`src/rtl/csr_bridge_pkg.sv`:
```
// csr_bridge_pkg: shared types and constants for the byte-stream-to-CSR bridge.
//   state_e     - bridge FSM states
//   CMD_*       - command byte field positions
//   CSR_ADDR_W  - CSR bus address width (fixed by the bus)
//   addr_inc    - wrapping address increment
package csr_bridge_pkg;

  localparam int unsigned CSR_ADDR_W  = 5;
  localparam int unsigned CMD_RD_BIT  = 7;
  localparam int unsigned CMD_RSVD_HI = 6;
  localparam int unsigned CMD_RSVD_LO = 5;

  typedef enum logic [2:0] {
    StIdle,
    StCmd,
    StWdata,
    StWstb,
    StRaddr,
    StRcap,
    StRsend,
    StDrop
  } state_e;

  // Plain modular add: 31 wraps to 0 without any flag.
  function automatic logic [CSR_ADDR_W-1:0] addr_inc(input logic [CSR_ADDR_W-1:0] a);
    return a + 1'b1;
  endfunction

endpackage

```
`src/rtl/csr_bridge_if.sv`:
```
// csr_bridge_if: front-end byte stream, control pulses and CSR bus of the bridge.
//   start/stop            - framing pulses from the serial front end
//   rx_data/valid/ready   - inbound byte handshake
//   tx_data/valid/ready   - outbound (read) byte handshake
//   csr_a/di/we/do        - shared CSR bus (bridge is the only initiator)
//   busy/err              - status
// Modports: master = bridge side, slave = front end plus CSR slaves.
interface csr_bridge_if;
  import csr_bridge_pkg::*;

  logic                  start;
  logic                  stop;
  logic [7:0]            rx_data;
  logic                  rx_valid;
  logic                  rx_ready;
  logic [7:0]            tx_data;
  logic                  tx_valid;
  logic                  tx_ready;
  logic [CSR_ADDR_W-1:0] csr_a;
  logic [7:0]            csr_di;
  logic                  csr_we;
  logic [7:0]            csr_do;
  logic                  busy;
  logic                  err;

  modport master (
    input  start, stop, rx_data, rx_valid, tx_ready, csr_do,
    output rx_ready, tx_data, tx_valid, csr_a, csr_di, csr_we, busy, err
  );

  modport slave (
    output start, stop, rx_data, rx_valid, tx_ready, csr_do,
    input  rx_ready, tx_data, tx_valid, csr_a, csr_di, csr_we, busy, err
  );

endinterface

```
`src/rtl/csr_bridge.sv`:
```
// csr_bridge: turns framed command/data bytes into CSR write and read cycles.
// Ports:
//   clk  - clock
//   rst  - synchronous, active-high reset
//   bus  - csr_bridge_if.master (front-end byte streams, start/stop, CSR bus, status)
// Command byte: bit7 read/not-write, bits6:5 reserved (must be 0), bits4:0 address.
// Build option: define CSR_BRIDGE_AUTOINC_EN to advance the address after every
// write strobe and every delivered read byte; otherwise the command address is held.
// rx_ready and busy are decoded from the state; every other output is registered.
module csr_bridge
  import csr_bridge_pkg::*;
(
  input logic          clk,
  input logic          rst,
  csr_bridge_if.master bus
);

  localparam int unsigned ADDR_BITS = CSR_ADDR_W;

`ifdef CSR_BRIDGE_AUTOINC_EN
  localparam bit AutoInc = 1'b1;
`else
  localparam bit AutoInc = 1'b0;
`endif

  state_e               state_q, state_d;
  logic [ADDR_BITS-1:0] a_q, a_d;
  logic [7:0]           di_q, di_d;
  logic                 we_q, we_d;
  logic [7:0]           txd_q, txd_d;
  logic                 txv_q, txv_d;
  logic                 err_q, err_d;

  logic rx_ready;
  logic rx_hs;
  logic tx_hs;
  logic rd_state;

  assign rx_ready = (state_q != StWstb);
  assign rx_hs    = bus.rx_valid & rx_ready;
  assign tx_hs    = txv_q & bus.tx_ready;
  assign rd_state = (state_q == StRaddr) || (state_q == StRcap) || (state_q == StRsend);

  always_ff @(posedge clk) begin
    if (rst) begin
      state_q <= StIdle;
      a_q     <= '0;
      di_q    <= '0;
      we_q    <= 1'b0;
      txd_q   <= '0;
      txv_q   <= 1'b0;
      err_q   <= 1'b0;
    end else begin
      state_q <= state_d;
      a_q     <= a_d;
      di_q    <= di_d;
      we_q    <= we_d;
      txd_q   <= txd_d;
      txv_q   <= txv_d;
      err_q   <= err_d;
    end
  end

  always_comb begin
    state_d = state_q;
    a_d     = a_q;
    di_d    = di_q;
    we_d    = 1'b0;
    txd_d   = txd_q;
    txv_d   = txv_q;
    err_d   = err_q;

    // A strobe already on the bus completes, including its address step,
    // even when start or stop lands in the same cycle.
    if (state_q == StWstb && AutoInc) begin
      a_d = addr_inc(a_q);
    end

    if (bus.start) begin
      // Beats stop; a strobe pending from a WDATA handshake is dropped via we_d default.
      state_d = StCmd;
      txv_d   = 1'b0;
      err_d   = 1'b0;
    end else if (bus.stop) begin
      state_d = StIdle;
      txv_d   = 1'b0;
    end else begin
      unique case (state_q)
        StIdle: ;
        StDrop: ;
        StCmd: begin
          if (rx_hs) begin
            if (|bus.rx_data[CMD_RSVD_HI:CMD_RSVD_LO]) begin
              state_d = StDrop;
              err_d   = 1'b1;
            end else begin
              a_d     = bus.rx_data[ADDR_BITS-1:0];
              state_d = bus.rx_data[CMD_RD_BIT] ? StRaddr : StWdata;
            end
          end
        end
        StWdata: begin
          if (rx_hs) begin
            di_d    = bus.rx_data;
            we_d    = 1'b1;
            state_d = StWstb;
          end
        end
        StWstb:  state_d = StWdata;
        StRaddr: state_d = StRcap;
        StRcap: begin
          txd_d   = bus.csr_do;
          txv_d   = 1'b1;
          state_d = StRsend;
        end
        StRsend: begin
          if (tx_hs) begin
            txv_d   = 1'b0;
            state_d = StRaddr;
            if (AutoInc) begin
              a_d = addr_inc(a_q);
            end
          end
        end
      endcase

      // Inbound bytes have no meaning during a read.
      if (rd_state && rx_hs) begin
        err_d = 1'b1;
      end
    end
  end

  assign bus.rx_ready = rx_ready;
  assign bus.busy     = (state_q != StIdle);
  assign bus.csr_a    = a_q;
  assign bus.csr_di   = di_q;
  assign bus.csr_we   = we_q;
  assign bus.tx_data  = txd_q;
  assign bus.tx_valid = txv_q;
  assign bus.err      = err_q;

endmodule
```
`src/flat_wrapper.sv`:
```
// flat-port wrapper written by rule: the top's interface ports become plain ports
module csr_bridge_flat import csr_bridge_pkg::*;
  (clk, rst, bus_start, bus_stop, bus_rx_data, bus_rx_valid, bus_tx_ready, bus_csr_do, bus_rx_ready, bus_tx_data, bus_tx_valid, bus_csr_a, bus_csr_di, bus_csr_we, bus_busy, bus_err);
  csr_bridge_if bus_i ();
  input logic clk;
  input logic rst;
  input wire logic [$bits(bus_i.start)-1:0] bus_start;
  input wire logic [$bits(bus_i.stop)-1:0] bus_stop;
  input wire logic [$bits(bus_i.rx_data)-1:0] bus_rx_data;
  input wire logic [$bits(bus_i.rx_valid)-1:0] bus_rx_valid;
  input wire logic [$bits(bus_i.tx_ready)-1:0] bus_tx_ready;
  input wire logic [$bits(bus_i.csr_do)-1:0] bus_csr_do;
  output wire logic [$bits(bus_i.rx_ready)-1:0] bus_rx_ready;
  output wire logic [$bits(bus_i.tx_data)-1:0] bus_tx_data;
  output wire logic [$bits(bus_i.tx_valid)-1:0] bus_tx_valid;
  output wire logic [$bits(bus_i.csr_a)-1:0] bus_csr_a;
  output wire logic [$bits(bus_i.csr_di)-1:0] bus_csr_di;
  output wire logic [$bits(bus_i.csr_we)-1:0] bus_csr_we;
  output wire logic [$bits(bus_i.busy)-1:0] bus_busy;
  output wire logic [$bits(bus_i.err)-1:0] bus_err;
  assign bus_i.start = bus_start;
  assign bus_i.stop = bus_stop;
  assign bus_i.rx_data = bus_rx_data;
  assign bus_i.rx_valid = bus_rx_valid;
  assign bus_i.tx_ready = bus_tx_ready;
  assign bus_i.csr_do = bus_csr_do;
  assign bus_rx_ready = bus_i.rx_ready;
  assign bus_tx_data = bus_i.tx_data;
  assign bus_tx_valid = bus_i.tx_valid;
  assign bus_csr_a = bus_i.csr_a;
  assign bus_csr_di = bus_i.csr_di;
  assign bus_csr_we = bus_i.csr_we;
  assign bus_busy = bus_i.busy;
  assign bus_err = bus_i.err;
  csr_bridge u_core (.clk(clk), .rst(rst), .bus(bus_i));
endmodule
```
`config.mk`:
```
export PLATFORM = sky130hd
export DESIGN_NAME = csr_bridge_flat
export DESIGN_NICKNAME = d
export VERILOG_FILES = /design/src/rtl/csr_bridge_pkg.sv /design/src/rtl/csr_bridge_if.sv /design/src/rtl/csr_bridge.sv /design/src/flat_wrapper.sv
export SDC_FILE = /design/constraint.sdc
export NUM_CORES = 1
export LEC_CHECK = 0
export CORE_MARGIN = 2
export CORE_UTILIZATION = 37
export CTS_CLUSTER_SIZE = 25
export DETAILED_ROUTE_END_ITERATION = 8
export GPL_TIMING_DRIVEN = 0
export PLACE_DENSITY = 0.72
export SKIP_CTS_REPAIR_TIMING = 1
export SYNTH_ARGS = -nofsm -noshare
export SYNTH_HDL_FRONTEND = slang
export SYNTH_SLANG_ARGS = --single-unit
```
`constraint.sdc`:
```
create_clock -name clk -period 1.6 [get_ports clk]
set_clock_uncertainty 0.2 [all_clocks]
set_input_delay 0.16 -clock clk [delete_from_list [all_inputs] [get_ports clk]]
set_output_delay 0.16 -clock clk [all_outputs]
set_load 0.01 [all_outputs]
```
==> impl_metrics.py <==
metrics = {
    "outcome": {
        "status": "complete, but fails checks",
        "violations": "setup timing",
    },
    "power": {
        "intPower_uw": 857,
        "pwr-share-seq_pct": 61.0,
        "ir_worst_vdd_mv": 0.540,
        "p_leak_uw": 0.00115,
        "switching_share_pct": 23.4,
        "pwr-share-clk_pct": 25.8,
        "power_density_mw_per_mm2": 618,
        "comb_power_share_pct": 13.2,
        "switchingPower_uw": 262,
    },
    "route": {
        "first_pass_iters": 4,
        "drcViolationCount": 0,
        "drt_iter0_markers": 17,
        "drt_wl_total_um": 2790,
        "ant_nets": 0,
        "wl_per_cell_um": 13.6,
        "vias": 1019,
        "vias_per_cell": 4.97,
    },
    "sta": {
        "drv_slew": 0,
        "setup_violations": 8,
        "timing.final.crit_period_ns": 1.73,
        "hold_viol_final": 0,
        "worst_pin_slew_ns": 0.414,
        "min_period_over_period_pct": 108,
        "hold_slack_ns": 0.0214,
        "final.setup.worst_slack_ns": -0.129,
        "fmax_mhz": 578,
        "rsz0062_at_grt": "true",
        "relSlewSlack_pct": 72.4,
    },
    "yosys": {
        "syn_area_mm2": 0.00114,
        "postSynthAreaPerCell_um2": 9.61,
        "yosysWarnings": 0,
        "yosysSeqAreaShare_pct": 47.3,
        "ys_ff_latch": 27,
        "synth_cell_type_count": 33,
        "synthCells": 119,
        "syn_nets": 141,
    },
    "global_routing": {
        "grt_pass1_vias": 972,
        "grt_util_all_layers_pct": 15.8,
        "grt_max_degree": 17,
        "grt_remaining_overflow": 0,
        "antenna_found_initial": 0,
        "grt_pass1_wl_um": 4270,
    },
    "clocking": {
        "tritoncts": "done",
        "clk_latency_ns": 0.32,
        "cts_root_buf": "clkbuf_4",
        "clock_sinks": 27,
        "cts_buffer_depth": 2,
        "numCtsBuffers": 3,
        "cts_max_level": 1,
        "path_clk_slew_ns": 0.14,
    },
    "critical_path": {
        "reg2reg_to": "u_core.bus.tx_data[2]",
        "end_kind": "output pin",
        "reg2reg_depth": 6,
        "critPathLaunchType": "register",
        "r2r_start": "u_core.state_q[0]",
        "required_ns": 1.24,
        "worstPathArrival_ns": 1.37,
        "rrSetupSlack_ns": -0.04,
        "worstSetupPathType": "reg2out",
        "critical_path.max_fanout": 10,
    },
    "placed_design": {
        "routabilityCongestion": 0.825,
        "io_buffers": 46,
        "hpwlAfterDp_um": 2020,
        "placed_cell_area_mm2": 0.00165,
    },
    "run": {
        "maxCapViolCount": 0,
    },
    "die": {
        "pin_count": 48,
        "initial_utilization_pct": 38.1,
        "fp.coreArea_mm2": 0.00300,
        "core.rowCount": 20,
        "die_area_mm2": 0.00355,
        "die_w_um": 59.6,
        "die_h_um": 59.6,
    },
    "hold_path": {
        "worstHoldStart": "rst",
        "hold_depth": 2,
        "hold_path_class": "in2reg",
        "hold_end": "u_core.bus.csr_di[3]",
    },
    "finish": {
        "n_antenna_cell": 0,
        "layout-drive-gt1-share_pct": 14.0,
        "area_growth_pct": 58.2,
        "final_area_mm2": 0.00181,
        "final_nets": 195,
    },
}
==> sequential cells by signal, indices dropped and copies added (netlist names) <==
| register | cells |
|---|---|
| u_core.bus.csr_di | 8 |
| u_core.bus.csr_we | 1 |
| u_core.bus.tx_data | 8 |
| u_core.bus.csr_a | 5 |
| u_core.bus.tx_valid | 1 |
| u_core.bus.err | 1 |
| u_core.state_q | 3 |
==> Yosys cell counts, drive strengths merged <==
| master | n | share of area (%) |
|---|---|---|
| a21boi | 1 | 0.66 |
| nor3 | 4 | 1.8 |
| nor2b | 2 | 1.1 |
| nand2b | 1 | 0.55 |
| a32o | 1 | 0.88 |
| o21ai | 3 | 1.3 |
| nor3b | 1 | 0.66 |
| nand4 | 1 | 0.55 |
| or2 | 1 | 0.55 |
| nand3b | 1 | 0.66 |
| nor4 | 2 | 2.4 |
| nand3 | 1 | 0.44 |
| o21bai | 1 | 0.66 |
| clkbuf | 2 | 0.66 |
| buf | 5 | 2.3 |
| dfxtp | 27 | 47 |
| a211o | 1 | 0.77 |
| nand4b | 2 | 1.5 |
| a22o | 1 | 0.77 |
| nand2 | 4 | 1.3 |
| a221oi | 1 | 0.77 |
| or3 | 1 | 0.55 |
| o21a | 1 | 0.66 |
| a221o | 1 | 0.88 |
| inv | 2 | 0.66 |
| nor2 | 26 | 8.5 |
| mux2i | 21 | 18 |
| a21o | 1 | 0.66 |
| a2111oi | 1 | 1.3 |
| a21oi | 2 | 0.88 |
==> critical path, cell delays in order, from the launching register on <==
cell and delay (ns):
dfxtp_2 0.36, clkbuf_4 0.17, or3_1 0.38, clkbuf_2 0.14
==> through the flow <==
step	utilization, %	std cells	power (uW)	worst slack [ns]	TNS (ns)
6_report	60.3	205	1120	-0.129	-0.214
3_3_place_gp	54.8	198	834	-0.435	-7.85
3_5_place_dp	54.8	198	837	-0.431	-8.11
2_1_floorplan	-	119	754	0.0651	0
4_1_cts	55.8	202	1120	-0.518	-3.28
5_1_grt	60.3	205	1180	-0.188	-1.29
==> power by group through the flow <==
stage                     logic (uW)  clock network (uW)  registers, uW
after floorplan                 56.8                   0            697
after global placement           137                   0            697
after detailed placement         139                   0            697
after CTS                        140                 302            683
after global routing             160                 332            684
final                            148                 288            683
==> metal layers <==
| metal | GRT usage, % | vias up | wire [um] |
|---|---|---|---|
| met4 | 5.71 | 0 | 14 |
| li1 | - | 525 | - |
| met1 | 20.1 | 459 | 1210 |
| met2 | 24.5 | 33 | 1310 |
| met5 | 0 | - | 0 |
| met3 | 5.90 | 2 | 244 |
==> cell families (layout without fill, tap and decap cells) <==
| group | after synthesis | count (layout) | synth area share, % |
|---|---|---|---|
| simple gates | 47 | 47 | 20.6 |
| flops | 27 | 27 | 47.3 |
| mux | 21 | 21 | 18.4 |
| compound gates | 15 | 15 | 10.2 |
| buf+inv | 9 | 62 | 3.61 |
==> layout make-up <==
class,count,area (um2)
clock inverter,1,7.51
timing repair buffer,49,553
sequential,27,547
multi-input combinational,83,586
clock buffer,3,22.5
buffer,7,45.0
fill,274,1190
tap,33,41.3
inverter,2,7.51
==> cells in the final DEF (no fill, tap or decap), types with 2 or more instances in the layout <==
master,Yosys,layout
a21oi_1,2,2
buf_4,1,3
clkbuf_1,2,2
clkbuf_4,0,5
clkdlybuf4s50_1,0,20
dfxtp_1,27,22
dfxtp_2,0,5
dlymetal6s2s_1,0,25
inv_1,2,2
mux2i_1,21,19
mux2i_2,0,2
nand2_1,4,3
nand4b_1,2,2
nor2_1,26,26
nor3_1,4,4
o21ai_0,3,3
==> worst max-delay path by stage <==
stage                            startpoint                     to  slack (ns)  depth (start not counted)
after global routing      u_core.state_q[0]               bus_busy       -0.19                          3
after global placement            bus_start  u_core.bus.tx_data[5]       -0.43                          4
after detailed placement          bus_start  u_core.bus.tx_data[2]       -0.43                          4
after CTS                 u_core.state_q[0]               bus_busy       -0.52                          3
after floorplan           u_core.state_q[2]    u_core.bus.csr_a[0]        0.07                          5
final                     u_core.state_q[0]               bus_busy       -0.13                          3
No activity file was read; power rests on OpenSTA's default activity.
